$ cat config.mk
export PLATFORM = sky130hd
export DESIGN_NAME = prog_loader_flat
export DESIGN_NICKNAME = d
export VERILOG_FILES = /design/src/rtl/prog_loader_if.sv /design/src/rtl/prog_loader.sv /design/src/flat_wrapper.sv
export SDC_FILE = /design/constraint.sdc
export NUM_CORES = 1
export LEC_CHECK = 0
export ABC_AREA = 0
export CORE_MARGIN = 2
export CORE_UTILIZATION = 25
export DETAILED_ROUTE_END_ITERATION = 8
export GPL_TIMING_DRIVEN = 1
export PLACE_DENSITY = 0.53
export SETUP_SLACK_MARGIN = 0.4
export SKIP_CTS_REPAIR_TIMING = 1
export SYNTH_ARGS = -nofsm -noshare
export SYNTH_HDL_FRONTEND = slang
export SYNTH_SLANG_ARGS = --single-unit
$ cat constraint.sdc
create_clock -name clk -period 2 [get_ports clk]
set_clock_uncertainty 0.05 [all_clocks]
set_input_delay 0.5 -clock clk [delete_from_list [all_inputs] [get_ports clk]]
set_output_delay 0.5 -clock clk [all_outputs]
set_load 0.02 [all_outputs]
$ cat src/rtl/prog_loader_if.sv
// Pin/memory-side bundle of the program loader: host handshake in, RAM write port
// and CPU-reset/status out. master = loader, slave = host/memory side.
interface prog_loader_if #(
  parameter int ADDR_W = 4
);
  logic              load_req;
  logic              in_strobe;
  logic [7:0]        in_data;
  logic [ADDR_W-1:0] ram_addr;
  logic [7:0]        ram_data;
  logic              ram_we_n;
  logic              ack;
  logic              cpu_rst_n;
  logic              loading;
  logic              done;
  logic [ADDR_W:0]   byte_count;

  modport master (
    input  load_req, in_strobe, in_data,
    output ram_addr, ram_data, ram_we_n, ack, cpu_rst_n, loading, done, byte_count
  );

  modport slave (
    output load_req, in_strobe, in_data,
    input  ram_addr, ram_data, ram_we_n, ack, cpu_rst_n, loading, done, byte_count
  );
endinterface

$ cat src/rtl/prog_loader.sv
// Program loader: writes host bytes into data RAM over a strobe/ack handshake
// while holding the CPU in reset. Every output is registered from the next state.
module prog_loader #(
  parameter int RAM_BYTES   = 16,
  parameter int ADDR_W      = 4,
  parameter int SYNC_STAGES = 2
) (
  input  logic           clk,
  input  logic           rst_n,
  prog_loader_if.master  bus
);
  typedef enum logic [2:0] {IDLE, WAIT_STB, WRITE, WAIT_REL, DONE} state_t;

  localparam logic [ADDR_W:0] FULL = (ADDR_W+1)'(RAM_BYTES);

  state_t                 state, state_nx;
  logic [SYNC_STAGES-1:0] req_pipe, stb_pipe;
  logic                   stb_s_d;
  logic                   req_s, stb_s, stb_rise;

  logic [ADDR_W-1:0]      addr_nx;
  logic [7:0]             data_nx;
  logic [ADDR_W:0]        cnt_nx;
  logic                   ack_nx, we_n_nx;

  assign req_s    = req_pipe[SYNC_STAGES-1];
  assign stb_s    = stb_pipe[SYNC_STAGES-1];
  assign stb_rise = stb_s & ~stb_s_d;

  always_ff @(posedge clk or negedge rst_n) begin
    if (!rst_n) begin
      req_pipe <= '0;
      stb_pipe <= '0;
      stb_s_d  <= 1'b0;
    end else begin
      req_pipe <= {req_pipe[SYNC_STAGES-2:0], bus.load_req};
      stb_pipe <= {stb_pipe[SYNC_STAGES-2:0], bus.in_strobe};
      stb_s_d  <= stb_s;
    end
  end

  always_comb begin
    state_nx = state;
    addr_nx  = bus.ram_addr;
    data_nx  = bus.ram_data;
    cnt_nx   = bus.byte_count;
    ack_nx   = 1'b0;
    we_n_nx  = 1'b1;
    case (state)
      IDLE: begin
        if (req_s) begin
          state_nx = WAIT_STB;
          addr_nx  = '0;
          cnt_nx   = '0;
        end
      end
      WAIT_STB: begin
        if (!req_s) begin
          state_nx = IDLE;
        end else if (stb_rise) begin
          state_nx = WRITE;
          data_nx  = bus.in_data;
          we_n_nx  = 1'b0;
          ack_nx   = 1'b1;
        end
      end
      WRITE: begin
        state_nx = WAIT_REL;
        ack_nx   = 1'b1;
        cnt_nx   = (bus.byte_count == FULL) ? FULL : bus.byte_count + 1'b1;
      end
      WAIT_REL: begin
        // abort on a dropped request is deferred until we are back in WAIT_STB
        if (stb_s) begin
          ack_nx = 1'b1;
        end else if (bus.byte_count == FULL) begin
          state_nx = DONE;
        end else begin
          state_nx = WAIT_STB;
          addr_nx  = bus.ram_addr + 1'b1;
        end
      end
      DONE: begin
        if (!req_s) state_nx = IDLE;
      end
      default: state_nx = IDLE;
    endcase
  end

  always_ff @(posedge clk or negedge rst_n) begin
    if (!rst_n) begin
      state          <= IDLE;
      bus.ram_addr   <= '0;
      bus.ram_data   <= '0;
      bus.ram_we_n   <= 1'b1;
      bus.ack        <= 1'b0;
      bus.cpu_rst_n  <= 1'b0;
      bus.loading    <= 1'b0;
      bus.done       <= 1'b0;
      bus.byte_count <= '0;
    end else begin
      state          <= state_nx;
      bus.ram_addr   <= addr_nx;
      bus.ram_data   <= data_nx;
      bus.ram_we_n   <= we_n_nx;
      bus.ack        <= ack_nx;
      bus.cpu_rst_n  <= (state_nx == IDLE);
      bus.loading    <= (state_nx != IDLE);
      bus.done       <= (state_nx == DONE);
      bus.byte_count <= cnt_nx;
    end
  end
endmodule

$ cat src/flat_wrapper.sv
// flat-port wrapper written by rule: the top's interface ports become plain ports
module prog_loader_flat 
#(
  parameter int RAM_BYTES   = 16,
  parameter int ADDR_W      = 4,
  parameter int SYNC_STAGES = 2
)
  (clk, rst_n, bus_load_req, bus_in_strobe, bus_in_data, bus_ram_addr, bus_ram_data, bus_ram_we_n, bus_ack, bus_cpu_rst_n, bus_loading, bus_done, bus_byte_count);
  prog_loader_if #(.ADDR_W(ADDR_W)) bus_i ();
  input  logic clk;
  input  logic rst_n;
  input wire logic [$bits(bus_i.load_req)-1:0] bus_load_req;
  input wire logic [$bits(bus_i.in_strobe)-1:0] bus_in_strobe;
  input wire logic [$bits(bus_i.in_data)-1:0] bus_in_data;
  output wire logic [$bits(bus_i.ram_addr)-1:0] bus_ram_addr;
  output wire logic [$bits(bus_i.ram_data)-1:0] bus_ram_data;
  output wire logic [$bits(bus_i.ram_we_n)-1:0] bus_ram_we_n;
  output wire logic [$bits(bus_i.ack)-1:0] bus_ack;
  output wire logic [$bits(bus_i.cpu_rst_n)-1:0] bus_cpu_rst_n;
  output wire logic [$bits(bus_i.loading)-1:0] bus_loading;
  output wire logic [$bits(bus_i.done)-1:0] bus_done;
  output wire logic [$bits(bus_i.byte_count)-1:0] bus_byte_count;
  assign bus_i.load_req = bus_load_req;
  assign bus_i.in_strobe = bus_in_strobe;
  assign bus_i.in_data = bus_in_data;
  assign bus_ram_addr = bus_i.ram_addr;
  assign bus_ram_data = bus_i.ram_data;
  assign bus_ram_we_n = bus_i.ram_we_n;
  assign bus_ack = bus_i.ack;
  assign bus_cpu_rst_n = bus_i.cpu_rst_n;
  assign bus_loading = bus_i.loading;
  assign bus_done = bus_i.done;
  assign bus_byte_count = bus_i.byte_count;
  prog_loader #(.RAM_BYTES(RAM_BYTES), .ADDR_W(ADDR_W), .SYNC_STAGES(SYNC_STAGES)) u_core (.clk(clk), .rst_n(rst_n), .bus(bus_i));
endmodule
==> metrics, run 1 <==
# H-tree levels=2; clk root buf=clkbuf_8; final-report setup violation count=0; Setup Crit Path Kind=reg2reg; first-pass GRT wire length=4.57 mm; HP Class=reg2reg; peak supply drop=between 0.0005 and 0.0006 V; status=completed; Synth Instances=102; Ant. Diodes=0; internal power consumption=1730 uW; share of cells above drive strength 1=0.258; commonest non-fill, non-tap cells in the layout=25 x dfrtp_1, 22 x dlymetal6s2s_1, 11 x clkdlybuf4s50_1; initial antenna violation count=0; fin nets=165; CP endpoint kind=flop; Final GP Congestion=between 0.7 and 0.8; clk buf depth=2; DRT iter0 DRCs=21; CTS tree=done; die span in y=75.9 um; Post-Route WL=2.81 mm; initial core utilization=0.257; Post-synth EDFFs=0; synthesis-to-layout area growth=53.4%; vias per inst=4.16; CTS clock-pin slew for the worst setup and hold paths=60 ps; Top-Level Pins=34; drt drc=0; Final Cell Area=0.00198 mm2; Switch Pwr=between 800 and 900 uW; Slew Limit Headroom=0.737; Cell Pwr Density=1290 mW/mm2; CTS Buf Count=5; Netlist Area Pre-Place=0.00129 mm2; max_cap viols=0; Sink Count=30; PortBufs=33; Routed WL per cell=12.7 um; ys async rst share=1.00; Worst EP arrival=1770 ps; Worst R2R Setup Slack=340 ps; Req. time, crit path=2120 ps; DP Area=0.00170 mm2; Antenna Nets Post-Route=0; most common cell after layout, fill and taps aside=dfrtp_1; Main synth FF type=dfrtp_1; min cycle time layout=1660 ps; Seq pwr share=0.356; largest net degree at the start of global routing=31; Slew @ Worst Pin=394 ps; unrepaired setup endpoints after global routing=yes; register bit total from synthesis=30; core area=0.00504 mm2; clock share of power=0.244; Max Clock Freq=603 MHz; sequential area share after synthesis=0.581; met1 GRT Util=0.121; FP Rows=26; Die X=75.9 um; post-synth cell types=29; total global-route track usage=0.102; Clk Latency, worst-skew pair=280 ps; worst-path fanout max=7; global routing's busiest layer=met2; global-route met3 utilization=0.0357; met2 Resource Use GR=0.162; DPL Wire Length=1.86 mm; YS warnings=0; setup_tns=0 ps; Syn Nets=~120; Slew Limit Fails=0; Hold Vio Cnt, Final=0; gr ovfl total=0; P_leak=around 0.0011 uW; switching share of power=0.324; combinational fraction of design power=0.400; router iterations before antenna repair=4; routed via count=920; Total Power=2560 uW; vias in the first global route=951; die area=0.00577 mm2; fin crit share=0.829; synthesized area per cell=about 13 um2; startpoint types=flop
## Yosys cell counts, types with 2 or more instances
| cell type | count | area share |
|---|---|---|
| o21ai_0 | 3 | 0.012 |
| nor2b_1 | 2 | 0.0097 |
| buf_6 | 2 | 0.017 |
| nand3_1 | 5 | 0.019 |
| nand4bb_1 | 2 | 0.017 |
| dfrtp_1 | 29 | 0.56 |
| mux2_2 | 9 | 0.078 |
| nand3b_1 | 2 | 0.012 |
| inv_1 | 6 | 0.017 |
| buf_2 | 2 | 0.0077 |
| nor2_1 | 3 | 0.0087 |
| nor3_1 | 2 | 0.0077 |
| nand2_1 | 8 | 0.023 |
| mux2i_1 | 8 | 0.062 |
| ha_1 | 3 | 0.029 |
| o31ai_1 | 2 | 0.012 |
| nor4bb_1 | 2 | 0.015 |
## through the flow
| stage | worst slack [ps] | instances | hold WS, ps | util |
|---|---|---|---|---|
| after global placement | 306 | 204 | 283 | 0.338 |
| after detailed placement | 251 | 204 | 300 | 0.338 |
| after CTS | 10.8 | 212 | 316 | 0.361 |
| after floorplan | 246 | 102 | 154 | - |
| final | 342 | 221 | 308 | 0.394 |
| after global routing | 314 | 221 | 324 | 0.394 |
## layer usage
| metal | routed length (um) | part of all wire | up-vias |
|---|---|---|---|
| li1 | - | - | 455 |
| met1 | 1310 | 0.47 | 443 |
| met2 | 1330 | 0.47 | 17 |
| met3 | 96 | 0.034 | 5 |
| met4 | 72 | 0.026 | 0 |
| met5 | 0 | 0 | - |
## logic make-up after synthesis
kind of cell | synth area share
simple gates | 0.160
compound gates | 0.0474
flops | 0.581
buf+inv | 0.0426
mux | 0.140
fa+ha+maj | 0.0290
## final timing paths
check	endpoint	depth (start not counted)	from
worst max register to register	u_core.bus.byte_count[4]	3	u_core.state[0]
worst min-delay path	u_core.req_pipe[1]	0	u_core.req_pipe[0]
min in group asynchronous	u_core.bus.ram_addr[2]	2	rst_n
worst min register to register	u_core.req_pipe[1]	0	u_core.req_pipe[0]
max in group asynchronous	u_core.bus.ram_we_n	2	rst_n
worst max-delay path	u_core.bus.byte_count[4]	3	u_core.state[0]
## power groups by stage
stage / registers, uW / clock network [uW] / logic [uW]
after floorplan: 1070 / 0 / 382
after global placement: 914 / 0 / 903
after detailed placement: 926 / 0 / 920
after CTS: 918 / 644 / 923
after global routing: 937 / 677 / 1100
final: 910 / 624 / 1020
## cell type report
class                           instances  area (um2)
Fill cell                             475        3060
Clock inverter                          1        30.0
Sequential cell                        30         757
Timing Repair Buffer                   44         469
Clock buffer                            7        86.3
Tap cell                               70        87.6
Inverter                                6        22.5
Multi-Input combinational cell         63         532
## worst max-delay path, stage by stage (launching register included)
cell and delay (ps):
dfrtp_2 450, or4b_4 570, mux2_2 270, a22o_1 210
## sequential cells by signal, indices dropped and copies added (netlist names)
| register | flops |
|---|---|
| u_core.bus.ram_we_n | 1 |
| u_core.stb_pipe | 2 |
| u_core.state | 3 |
| u_core.stb_s_d | 1 |
| u_core.req_pipe | 2 |
| u_core.bus.ack | 1 |
| u_core.bus.byte_count | 5 |
| u_core.bus.done | 1 |
| u_core.bus.ram_addr | 4 |
| u_core.bus.loading | 1 |
| u_core.bus.cpu_rst_n | 1 |
| u_core.bus.ram_data | 8 |
Power figures use the tool's default switching activity.
==> run 2, diff against run 1 <==
- PLACE_DENSITY: 0.53 -> 0.54
- clock period: 2 -> 1.51 ns (I/O delays scaled with it)
==> metrics, run 2 (same netlist as run 1, synthesis figures left out) <==
Worst R2R Setup Slack=-50 ps; critical path buffer and inverter count=0; unrepaired setup endpoints after global routing=yes; Top-Level Pins=34; CP endpoint kind=flop; Worst EP arrival=between 1500 and 2000 ps; routed via count=1020; Post-Route WL=2.92 mm; Fill cells=485; Hold Vio Cnt, Final=0; DRT iter0 DRCs=8; initial core utilization=0.257; CTS clock-pin slew for the worst setup and hold paths=~70 ps; failing checks=negative setup slack; combinational fraction of design power=0.464; final-report setup violation count=9; largest net degree at the start of global routing=31; share of cells above drive strength 1=0.482; clk root buf=clkbuf_8; min cycle time layout=about 1600 ps; setup ws final=-49.6 ps; FP Rows=26; die span in y=around 76 um; fin nets=approximately 180; Antenna Nets Post-Route=0; P_leak=0.000948 uW; CTS tree=done; Slew Limit Headroom=0.793; PortBufs=33; core area=0.00504 mm2; HP Class=reg2reg; WHS=298 ps; commonest non-fill, non-tap cells in the layout=27 x dfrtp_1, 25 x buf_6, 20 x buf_4; drt drc=0; gr ovfl total=0; internal power consumption=between 2000 and 2500 uW; top cell family by delay on the critical path=simple AND/OR/NAND/NOR gates; Largest register FFs=8; status=complete, but fails checks; DPL Wire Length=approximately 2 mm; clock share of power=0.192; clk buf depth=2; max incr delay on CP=approximately 500 ps; Die X=75.9 um; max_cap viols=0; Slew @ Worst Pin=311 ps; CTS Buf Count=5; Seq pwr share=0.344; Clk Latency, worst-skew pair=about 280 ps; most common cell after layout, fill and taps aside=dfrtp_1; biggest regs=u_core.bus.ram_data: 8 flops, u_core.bus.byte_count: 5 flops, u_core.bus.ram_addr: 4 flops; Sink Count=30; DP Worst Slack=-38.7 ps; Req. time, crit path=1630 ps; Routed WL per cell=roughly 12 um; vias in the first global route=1047; slowest cell on the critical path=or4b_4; Cell Pwr Density=~1700 mW/mm2; first-pass GRT wire length=roughly 4.8 mm; router iterations before antenna repair=4; Switch Pwr=approximately 1200 uW; switching share of power=0.346; # H-tree levels=2; peak supply drop=a little under 0.001 V; Setup Crit Path Kind=reg2reg; fin crit share=1.03; Final GP Congestion=0.737; startpoint types=flop; die area=0.00577 mm2; synthesis-to-layout area growth=63.6%; largest register by flop count=u_core.bus.ram_data; total global-route track usage=0.105; Max Clock Freq=~640 MHz; Total Power=~3500 uW; worst-path cell chain=or4b_4 -> mux2_4 -> a22o_1; initial antenna violation count=0; Slew Limit Fails=0; vias per inst=4.36; Ant. Diodes=0; worst-path fanout max=5
-- run 2: cell types whose count changed in the layout (fill, tap and decap cells not counted), sizes merged --
cell,change
clkinvlp,+1
dlymetal6s2s,-21
nand2,-1
clkinv,+1
clkbuf,-1
bufinv,-1
buf,+35
-- run 2: layout make-up --
cell class	instances	area (um2)	share of cell area
repair buffers	58	574	0.271
clock buffers	6	82.6	0.0390
clock inverters	2	12.5	0.00591
inverters	6	22.5	0.0106
well taps	70	87.6	0.0414
flip-flops and latches	30	754	0.356
multi-input cells	62	583	0.275
-- run 2: final timing paths --
| path | cells past startpoint | startpoint | endpoint |
|---|---|---|---|
| max in group asynchronous | 2 | rst_n | u_core.bus.ram_we_n |
| min reg2reg | 0 | u_core.stb_pipe[0] | u_core.stb_pipe[1] |
| max | 3 | u_core.state[2] | u_core.bus.byte_count[4] |
| min in group asynchronous | 2 | rst_n | u_core.state[1] |
| min | 0 | u_core.stb_pipe[0] | u_core.stb_pipe[1] |
| max reg2reg | 3 | u_core.state[2] | u_core.bus.byte_count[4] |
-- run 2: worst register-to-register path: cells and delay by family (launching register included) --
kind            cells  cell delay [ps]
simple gates        1              500
flops               1              430
mux                 1              280
compound gates      1              200
-- run 2: power by group through the flow --
stage	logic (uW)	clock network [uW]	registers, uW
after floorplan	561	0	1420
after global placement	1400	0	1170
after detailed placement	1420	0	1190
after CTS	1440	707	1180
after global routing	1760	746	1230
final	1630	673	1210
-- run 2: stage by stage --
stage                     TNS (ps)  utilization  std cells  area, um2
after CTS                    -4390        0.388        224       1960
after floorplan               -253            -        102       1360
after global placement       -34.1        0.369        216       1860
after global routing          -779        0.420        234       2120
after detailed placement     -42.5        0.369        216       1860
final                         -262        0.420        234       2120
-- run 2: per-layer routing --
layer  GRT usage  share of wire
met1       0.126           0.42
met2       0.169           0.50
met3      0.0429          0.063
met4      0.0436         0.0086
met5           0              0
==> run 3, diff against run 2 <==
- ABC_CLOCK_PERIOD_IN_PS: default -> 1510
- CORE_MARGIN: 2 -> 4
==> metrics, run 3 (same netlist as run 1, synthesis figures left out) <==
status=complete, but fails checks; failing checks=negative setup slack; routed via count=993; biggest regs=u_core.bus.ram_data: 8 flops, u_core.bus.byte_count: 5 flops, u_core.bus.ram_addr: 4 flops; total global-route track usage=0.0966; global-route met3 utilization=0.0418; Setup Crit Path Kind=reg2reg; max incr delay on CP=slightly above 400 ps; CTS Buf Count=5; Top-Level Pins=34; Die X=79.9 um; fin crit share=1.04; DP Worst Slack=-27.6 ps; Antenna Nets Post-Route=0; setup ws final=-55.6 ps; PortBufs=33; Fill cells=463; final core area utilization=0.440; core area=0.00488 mm2; Max Clock Freq=639 MHz; Worst EP arrival=1680 ps; router iterations before antenna repair=2; Clk Latency, worst-skew pair=280 ps; FP Rows=25; drt drc=0; critical path buffer and inverter count=2; largest register by flop count=u_core.bus.ram_data; slowest cell on the critical path=dfrtp_1; commonest non-fill, non-tap cells in the layout=28 x buf_6, 27 x dfrtp_1, 17 x buf_4; startpoint types=flop; worst-path cell chain=buf_6 -> nand3b_1 -> buf_4 -> or3_4 -> mux2i_1; clk root buf=clkbuf_8; first-pass GRT wire length=4.59 mm; CTS clock-pin slew for the worst setup and hold paths=about 70 ps; DRT iter0 DRCs=42; fin nets=177; max_cap viols=0; share of cells above drive strength 1=0.485; global routing's busiest layer=met2; HP Class=reg2reg; initial antenna violation count=0; Routed WL per cell=12.9 um; Sink Count=30; min cycle time layout=1570 ps; die span in y=79.9 um; CP endpoint kind=flop; Final GP Congestion=0.783; CTS tree=done; worst-path fanout max=4; post-placement cell count=between 200 and 250; met2 Resource Use GR=0.153; Hold Vio Cnt, Final=0; initial core utilization=0.265; vias per inst=4.32; Slew Limit Headroom=0.740; Slew Limit Fails=0; largest net degree at the start of global routing=31; clk buf depth=2; Layout Cells excl Fill=230; die area=0.00639 mm2; Largest register FFs=8; Post-Route WL=2.98 mm; vias in the first global route=just under 1000; Req. time, crit path=1630 ps; synthesis-to-layout area growth=65.9%; met1 GRT Util=0.107; DPL Wire Length=2.04 mm; top cell family by delay on the critical path=simple AND/OR/NAND/NOR gates; # H-tree levels=2; P_leak=0.000948 uW; unrepaired setup endpoints after global routing=yes; most common cell after layout, fill and taps aside=buf_6; Cell Pwr Density=1770 mW/mm2; gr ovfl total=0; final-report setup violation count=3; Slew @ Worst Pin=389 ps; setup_tns=-160 ps; Ant. Diodes=0; peak supply drop=0.000951 V
## run 3: final timing paths
kind | from | endpoint | slack (ps) | cells after the start
setup / recovery | u_core.state[2] | u_core.bus.ram_addr[0] | -60 | 5
hold / removal | u_core.req_pipe[0] | u_core.req_pipe[1] | 300 | 0
setup reg to reg | u_core.state[2] | u_core.bus.ram_addr[0] | -60 | 5
hold reg to reg | u_core.req_pipe[0] | u_core.req_pipe[1] | 300 | 0
max in group asynchronous | rst_n | u_core.bus.ram_we_n | 770 | 2
min in group asynchronous | rst_n | u_core.bus.byte_count[1] | 400 | 2
## run 3: layout make-up
type                    count  area (um2)  area share
multi-input cells          62         569       0.265
well taps                  67        83.8      0.0391
clock buffers               6        82.6      0.0385
clock inverters             2        60.1      0.0280
repair buffers             57         573       0.267
inverters                   6        22.5      0.0105
flip-flops and latches     30         754       0.352
## run 3: routing by layer
layer	vias up	routed length (um)	share of wire
met5	-	0	0
met4	0	71	0.024
met3	5	174	0.058
met2	22	1560	0.53
met1	489	1170	0.39
li1	477	-	-
## run 3: worst register-to-register path, cell delays in order, from the launching register on
cell	delay (ps)
dfrtp_1	410
buf_6	130
nand3b_1	210
buf_4	190
or3_4	340
mux2i_1	120
## run 3: where the power goes
group	switching, uW	internal [uW]
combinational	715	853
sequential	168	1040
clock	315	704
total	1200	2590
## run 3: per-stage QoR
stage	cell area [um2]	hold slack, ps	total power (uW)
after floorplan	1360	31.9	1980
after global placement	1870	286	2570
after detailed placement	1870	285	2610
after CTS	2010	304	3640
after global routing	2150	321	4000
final	2150	301	3790
